$ cat src/rtl/bus_demux.sv
// -----------------------------------------------------------------------------
// bus_demux
//
// Write-side counterpart of the CPU's 8-way bus multiplexer. A word from the
// internal data bus and a 3-bit destination index are accepted over a
// valid/ready handshake. On the following edge the word is committed into one
// of eight held destination registers, and a one-cycle one-hot load strobe
// marks which destination changed.
//
// Ports
//   clk       system clock, all state changes on the rising edge
//   rst_n     asynchronous active-low reset
//   bus_in    word to write, sampled on handshake
//   sel       destination index 0..7, sampled on handshake
//   wr_valid  source offers bus_in/sel this cycle
//   wr_ready  block can accept a write this cycle (combinational)
//   clr       synchronous clear of all destinations and any pending commit
//   out_0..7  held destination registers
//   ld        one-hot load strobe, bit i pulses for one cycle when out_i loads
//   busy      a captured write is waiting for its commit edge (combinational)
// -----------------------------------------------------------------------------
module bus_demux #(
  parameter int WIDTH = 8
) (
  input  logic             clk,
  input  logic             rst_n,
  input  logic [WIDTH-1:0] bus_in,
  input  logic [2:0]       sel,
  input  logic             wr_valid,
  output logic             wr_ready,
  input  logic             clr,
  output logic [WIDTH-1:0] out_0,
  output logic [WIDTH-1:0] out_1,
  output logic [WIDTH-1:0] out_2,
  output logic [WIDTH-1:0] out_3,
  output logic [WIDTH-1:0] out_4,
  output logic [WIDTH-1:0] out_5,
  output logic [WIDTH-1:0] out_6,
  output logic [WIDTH-1:0] out_7,
  output logic [7:0]       ld,
  output logic             busy
);

  typedef enum logic {
    IDLE   = 1'b0,
    COMMIT = 1'b1
  } state_t;

  state_t           state_q,     state_d;
  logic [WIDTH-1:0] hold_data_q, hold_data_d;
  logic [2:0]       hold_sel_q,  hold_sel_d;
  logic [WIDTH-1:0] out_q [8];
  logic [WIDTH-1:0] out_d [8];
  logic [7:0]       ld_q,        ld_d;

  // clr gates wr_ready so a handshake can never coincide with a clear.
  assign wr_ready = (state_q == IDLE) && !clr;
  assign busy     = (state_q == COMMIT);

  // NOTE: every variable gets a default before any branch, so no path leaves
  // a combinational output unassigned and no latch is inferred.
  always_comb begin
    state_d     = state_q;
    hold_data_d = hold_data_q;
    hold_sel_d  = hold_sel_q;
    out_d       = out_q;
    ld_d        = '0;        // strobe is a single-cycle pulse by default

    if (clr) begin
      // Discards a pending commit; no strobe is produced for it.
      state_d     = IDLE;
      hold_data_d = '0;
      hold_sel_d  = '0;
      out_d       = '{default: '0};
    end else begin
      unique case (state_q)
        IDLE: begin
          if (wr_valid && wr_ready) begin
            hold_data_d = bus_in;
            hold_sel_d  = sel;
            state_d     = COMMIT;
          end
        end
        COMMIT: begin
          // wr_valid is deliberately ignored here; wr_ready is low.
          out_d[hold_sel_q] = hold_data_q;
          ld_d[hold_sel_q]  = 1'b1;
          state_d           = IDLE;
        end
        default: state_d = IDLE;
      endcase
    end
  end

  // NOTE: the destination array is a small bank of flops, not a RAM, so it is
  // reset along with the rest; a reset must leave every destination at zero.
  always_ff @(posedge clk or negedge rst_n) begin
    if (!rst_n) begin
      state_q     <= IDLE;
      hold_data_q <= '0;
      hold_sel_q  <= '0;
      out_q       <= '{default: '0};
      ld_q        <= '0;
    end else begin
      // NOTE: non-blocking assignments keep every flop sampling the values
      // from before the edge, independent of statement order.
      state_q     <= state_d;
      hold_data_q <= hold_data_d;
      hold_sel_q  <= hold_sel_d;
      out_q       <= out_d;
      ld_q        <= ld_d;
    end
  end

  assign out_0 = out_q[0];
  assign out_1 = out_q[1];
  assign out_2 = out_q[2];
  assign out_3 = out_q[3];
  assign out_4 = out_q[4];
  assign out_5 = out_q[5];
  assign out_6 = out_q[6];
  assign out_7 = out_q[7];
  assign ld    = ld_q;

endmodule

$ cat config.mk
export PLATFORM = sky130hd
export DESIGN_NAME = bus_demux
export DESIGN_NICKNAME = d
export VERILOG_FILES = /design/src/rtl/bus_demux.sv
export SDC_FILE = /design/constraint.sdc
export NUM_CORES = 1
export LEC_CHECK = 0
export BUFFER_PORTS_ARGS = -buffer_cell sky130_fd_sc_hd__buf_4
export CAP_MARGIN = 20
export CORE_UTILIZATION = 40
export DETAILED_ROUTE_END_ITERATION = 10
export PLACE_DENSITY_LB_ADDON = 0.08
export SYNTH_ARGS = -nofsm -noshare
export SYNTH_HDL_FRONTEND = slang
export SYNTH_SLANG_ARGS = --single-unit
export TNS_END_PERCENT = 10
$ cat constraint.sdc
create_clock -name clk -period 2.05 [get_ports clk]
set_clock_uncertainty 0.1 [all_clocks]
set_input_delay 0.5125 -clock clk [delete_from_list [all_inputs] [get_ports clk]]
set_output_delay 0.5125 -clock clk [all_outputs]
set_load 0.01 [all_outputs]
# == Word level (Yosys, flattened, before mapping) ==
# Cells that the tools add are included.
# totals
input_bits,15
elab_cells,45
output_inout_bits,74
register_bits,84
# classes
muxes,18
bitwise,2
eq_ne,1
order_cmp,4
n_reduce_logical,8
# op_table
operator,count
two-way mux 64 bit,2
bitwise mux 64 bit,1
two-way mux 8 bit,6
demux 8 bit (select 3 bit),1
two-way mux 3 bit,3
"greater-or-equal comparator 4 bit, second input constant",1
logical AND 1 bit,4
"< comparator 3 x 4 -> 1 bit, second input constant",1
"< comparator 4 x 1 -> 1 bit, second input constant",1
NOT 3 -> 4 bit,1
nonzero test 2 bit,2
demux 1 bit (select 3 bit),1
"greater-or-equal comparator 3 x 1 -> 1 bit, second input constant",1
two-way mux 1 bit,3
"inequality test 2 bit, second input constant",1
case mux 1 bit (2 select lines),1
AND reduction 2 bit,1
zero test 1 bit,1
NOT 1 bit,1

# == Logic depth before layout (Yosys ltp) ==
# depth
ltp_word,8
ltp_mapped,5
mapped_depth_nobuf,3

# == Worst setup path after synthesis ==
# No wires, ideal clock.
# synth_timing
kind,input -> register
startpoint,in clr
endpoint,reg out_q (netlist bit out_1[0])
path_stages,4
arrival_time_ps,1282
setup_time_ps,132
slack_ps,537
path_cell_list,buf_2 clkbuf_1 clkbuf_1 nor2_1
# synth_between
elab_chain_cells,1
# synth_rtl
element,line,text
start: declaration,31,"input logic clr,"
two-way mux 64 bit / nonzero test 2 bit (equally long branches),--,
end signal: assignment,110,out_q <= out_d;
end: declaration,52,logic [WIDTH-1:0] out_q [8];
# Parallel ways exist; a longest one is shown, timed or not.
# A chain may end at the register's enable or synchronous reset.

# == Final worst setup path ==
# layout_timing
startpoint,"reg state_q, in the netlist busy"
endpoint,out wr_ready
# layout_between
elab_chain_cells,2
# layout_rtl
element,line,text
start: declaration,49,"state_t state_q, state_d;"
start signal: assignment,107,state_q <= state_d;
NOT 1 bit,--,
logical AND 1 bit,57,assign wr_ready = (state_q == IDLE) && !clr;
end: declaration,30,"output logic wr_ready,"
# Every way passes these cells.

==> flow_summary.yaml <==
placed_design:
  place_area_um2: 4170
  gp_congestion: 0.745
  io_buffers: 88
  place_hpwl_um: 5470
  dp_cells: 515
synth:
  yosysWarnings: 0
  syn-cell-area_um2: 3500
  syn_inst: 349
  yosys_register_bits: 84
  yosysSeqAreaShare: 0.601
  synth_edf_count: 0
  synth_top_area_frac: 0.601
  synthArstFlopShare: 1.00
  synthTopCellsByArea: "dfrtp_1 60%, nand2_1 11%, a21oi_1 7.3%"
  ys.flop_type: "dfrtp_1"
  syn_avg_cell_area_um2: 10.0
  syn_nets: 364
  synth_cell_type_count: 22
  synthMostInstantiatedCell: "nand2_1"
  synthTopCellsByCount: "104 x nand2_1, 84 x dfrtp_1, 51 x a21oi_1"
  synth_top_cell_by_area: "dfrtp_1"
grt:
  grt_pass1_wl_um: 13500
  antenna_found_initial: 0
  gr-total-overflow: 0
  grt_pass1_vias: 2544
  gr-usage-met3: 0.0399
  gr-usage-met1: 0.287
  grt_start_max_net_pins: 51
  gr-max-usage-layer: "met2"
  grt_usage: 0.201
  use_met2: 0.308
pwr:
  power_w: 0.00302
  vdd_drop_max_mv: 0.331
  p_leak_nw: 2.03
  power.density_nw_per_um2: 691
finish:
  diodes: 0
  fin_area_um2: 4370
  nets: 437
  multi_input_area_um2: 1210
  drive_above_1_share: 0.269
  area_delta_synth_final_pct: 25.0
  regArea_um2: 2100
  fillCellCount: 819
  stdcell_count: 532
setup_path:
  end_kind: "output port"
  arrival_ns: 1.24
  crit_type: "flip-flop to output port"
  cp_max_fo: 12
  cp-start-kind: "flip-flop"
  worst_ep_required_time_ns: 1.44
floorplanning:
  io-pin-count: 89
  fp.dieW_um: 95.5
  die_h_um: 95.5
  start_util: 0.419
  core_area_um2: 8340
  rows: 33
  die-area_um2: 9120
job:
  cap_violations: 0
clock_network:
  cts_sinks: 84
  tritoncts: "yes"
  clockBufferDepth: 2
  clock_latency_ns: 0.34
  clock_tree.root_cell: "clkbuf_8"
  cts_resized: 0
  cts_buffers: 9
  clkTransAtPathRegs_ns: 0.08
  htree_levels: 3
sta:
  final.setup.tns_ns: 0
  max_slew_margin: 0.587
  min_period_ns: 1.85
  rsz0062_at_grt: "no"
  report.final.setup_viol: 0
  final_max_slew_viol_count: 0
  hold_ws_ns: 0.300
  fmax_mhz: 541
  tightest_slew_ns: 0.618
  report.final.hold_viol_count: 0
  timing.final.crit_share: 0.902
detailed_routing:
  wl_per_cell_um: 15.7
  via_count: 2665
  drt_iter0_markers: 182
  final_antenna_net_count: 0
  first_pass_iters: 4
  wl_um: 8350
  routed_via_density: 5.01
  drcViolationCount: 0
run_status:
  run_status: "completed"
hold_path:
  hold_path_class: "input pin to flip-flop"
-- final timing paths --
kind,depth (start not counted),start,slack [ns],endpoint
min in group asynchronous,2,rst_n,0.54,out_0[2]
setup reg to reg,3,hold_sel_q[1],0.31,out_2[1]
hold / removal,2,wr_valid,0.30,busy
setup / recovery,2,busy,0.20,wr_ready
max in group asynchronous,3,rst_n,0.79,out_3[3]
hold reg to reg,2,out_5[3],0.42,out_5[3]
-- cell families after synthesis --
kind of cell,count (synthesis),synth area share
buffers and inverters,33,0.0537
flip-flops,84,0.601
multiplexers,24,0.0687
AO/OA/AOI/OAI,51,0.0730
AND/OR/NAND/NOR,157,0.203
-- power by group --
group / total [W] / internal, W / leakage [nW] / switching (W)
clock network: 0.00111 / 0.000539 / 0.0917 / 0.000573
registers: 0.00173 / 0.00167 / 1.17 / 0.0000548
logic: 0.000178 / 0.0000702 / 0.773 / 0.000108
-- placed cells by master (no fill, tap or decap), drive strengths merged, types with 2 or more instances in the layout --
cell type,n
a21oi,51
and4b,3
and4bb,3
buf,94
clkbuf,13
clkinvlp,2
dfrtp,84
mux2i,24
nand2,104
nand2b,2
nand4b,3
nor2,32
nor4,2
-- critical path, cell delays in order (launching register included) --
cell	delay [ns]
dfrtp_1	0.50
nor2_1	0.23
buf_4	0.16
-- state kept, by name (all words and copies together) (netlist names) --
name         count
busy             1
hold_data_q      8
hold_sel_q       3
ld               8
out_0            8
out_1            8
out_2            8
out_3            8
out_4            8
out_5            8
out_6            8
out_7            8
-- routing by layer --
| layer | vias to the layer above | part of all wire |
|---|---|---|
| li1 | 1285 | - |
| met1 | 1285 | 0.46 |
| met4 | 0 | 0.010 |
| met5 | - | 0 |
| met2 | 87 | 0.46 |
| met3 | 8 | 0.064 |
-- metrics by stage --
| step | util | setup WS (ns) |
|---|---|---|
| after floorplan | - | 0.537 |
| after global placement | 0.500 | 0.306 |
| after detailed placement | 0.500 | 0.250 |
| after CTS | 0.524 | 0.165 |
| after global routing | 0.524 | 0.0909 |
| final | 0.524 | 0.200 |
-- timing repair --
action	CTS	global route
hold buffers	1	0
buffers inserted	0	0
hold endpoints to repair	1	0
-- cell type report --
| cell class | instances | share of cell area |
|---|---|---|
| clock inverter | 3 | 0.00458 |
| clock buffer | 13 | 0.0387 |
| timing repair buffer | 95 | 0.170 |
| multi-input combinational | 232 | 0.276 |
| sequential | 84 | 0.481 |
| tap | 105 | 0.0301 |
Note: power is estimated with default switching activity, not from simulation.
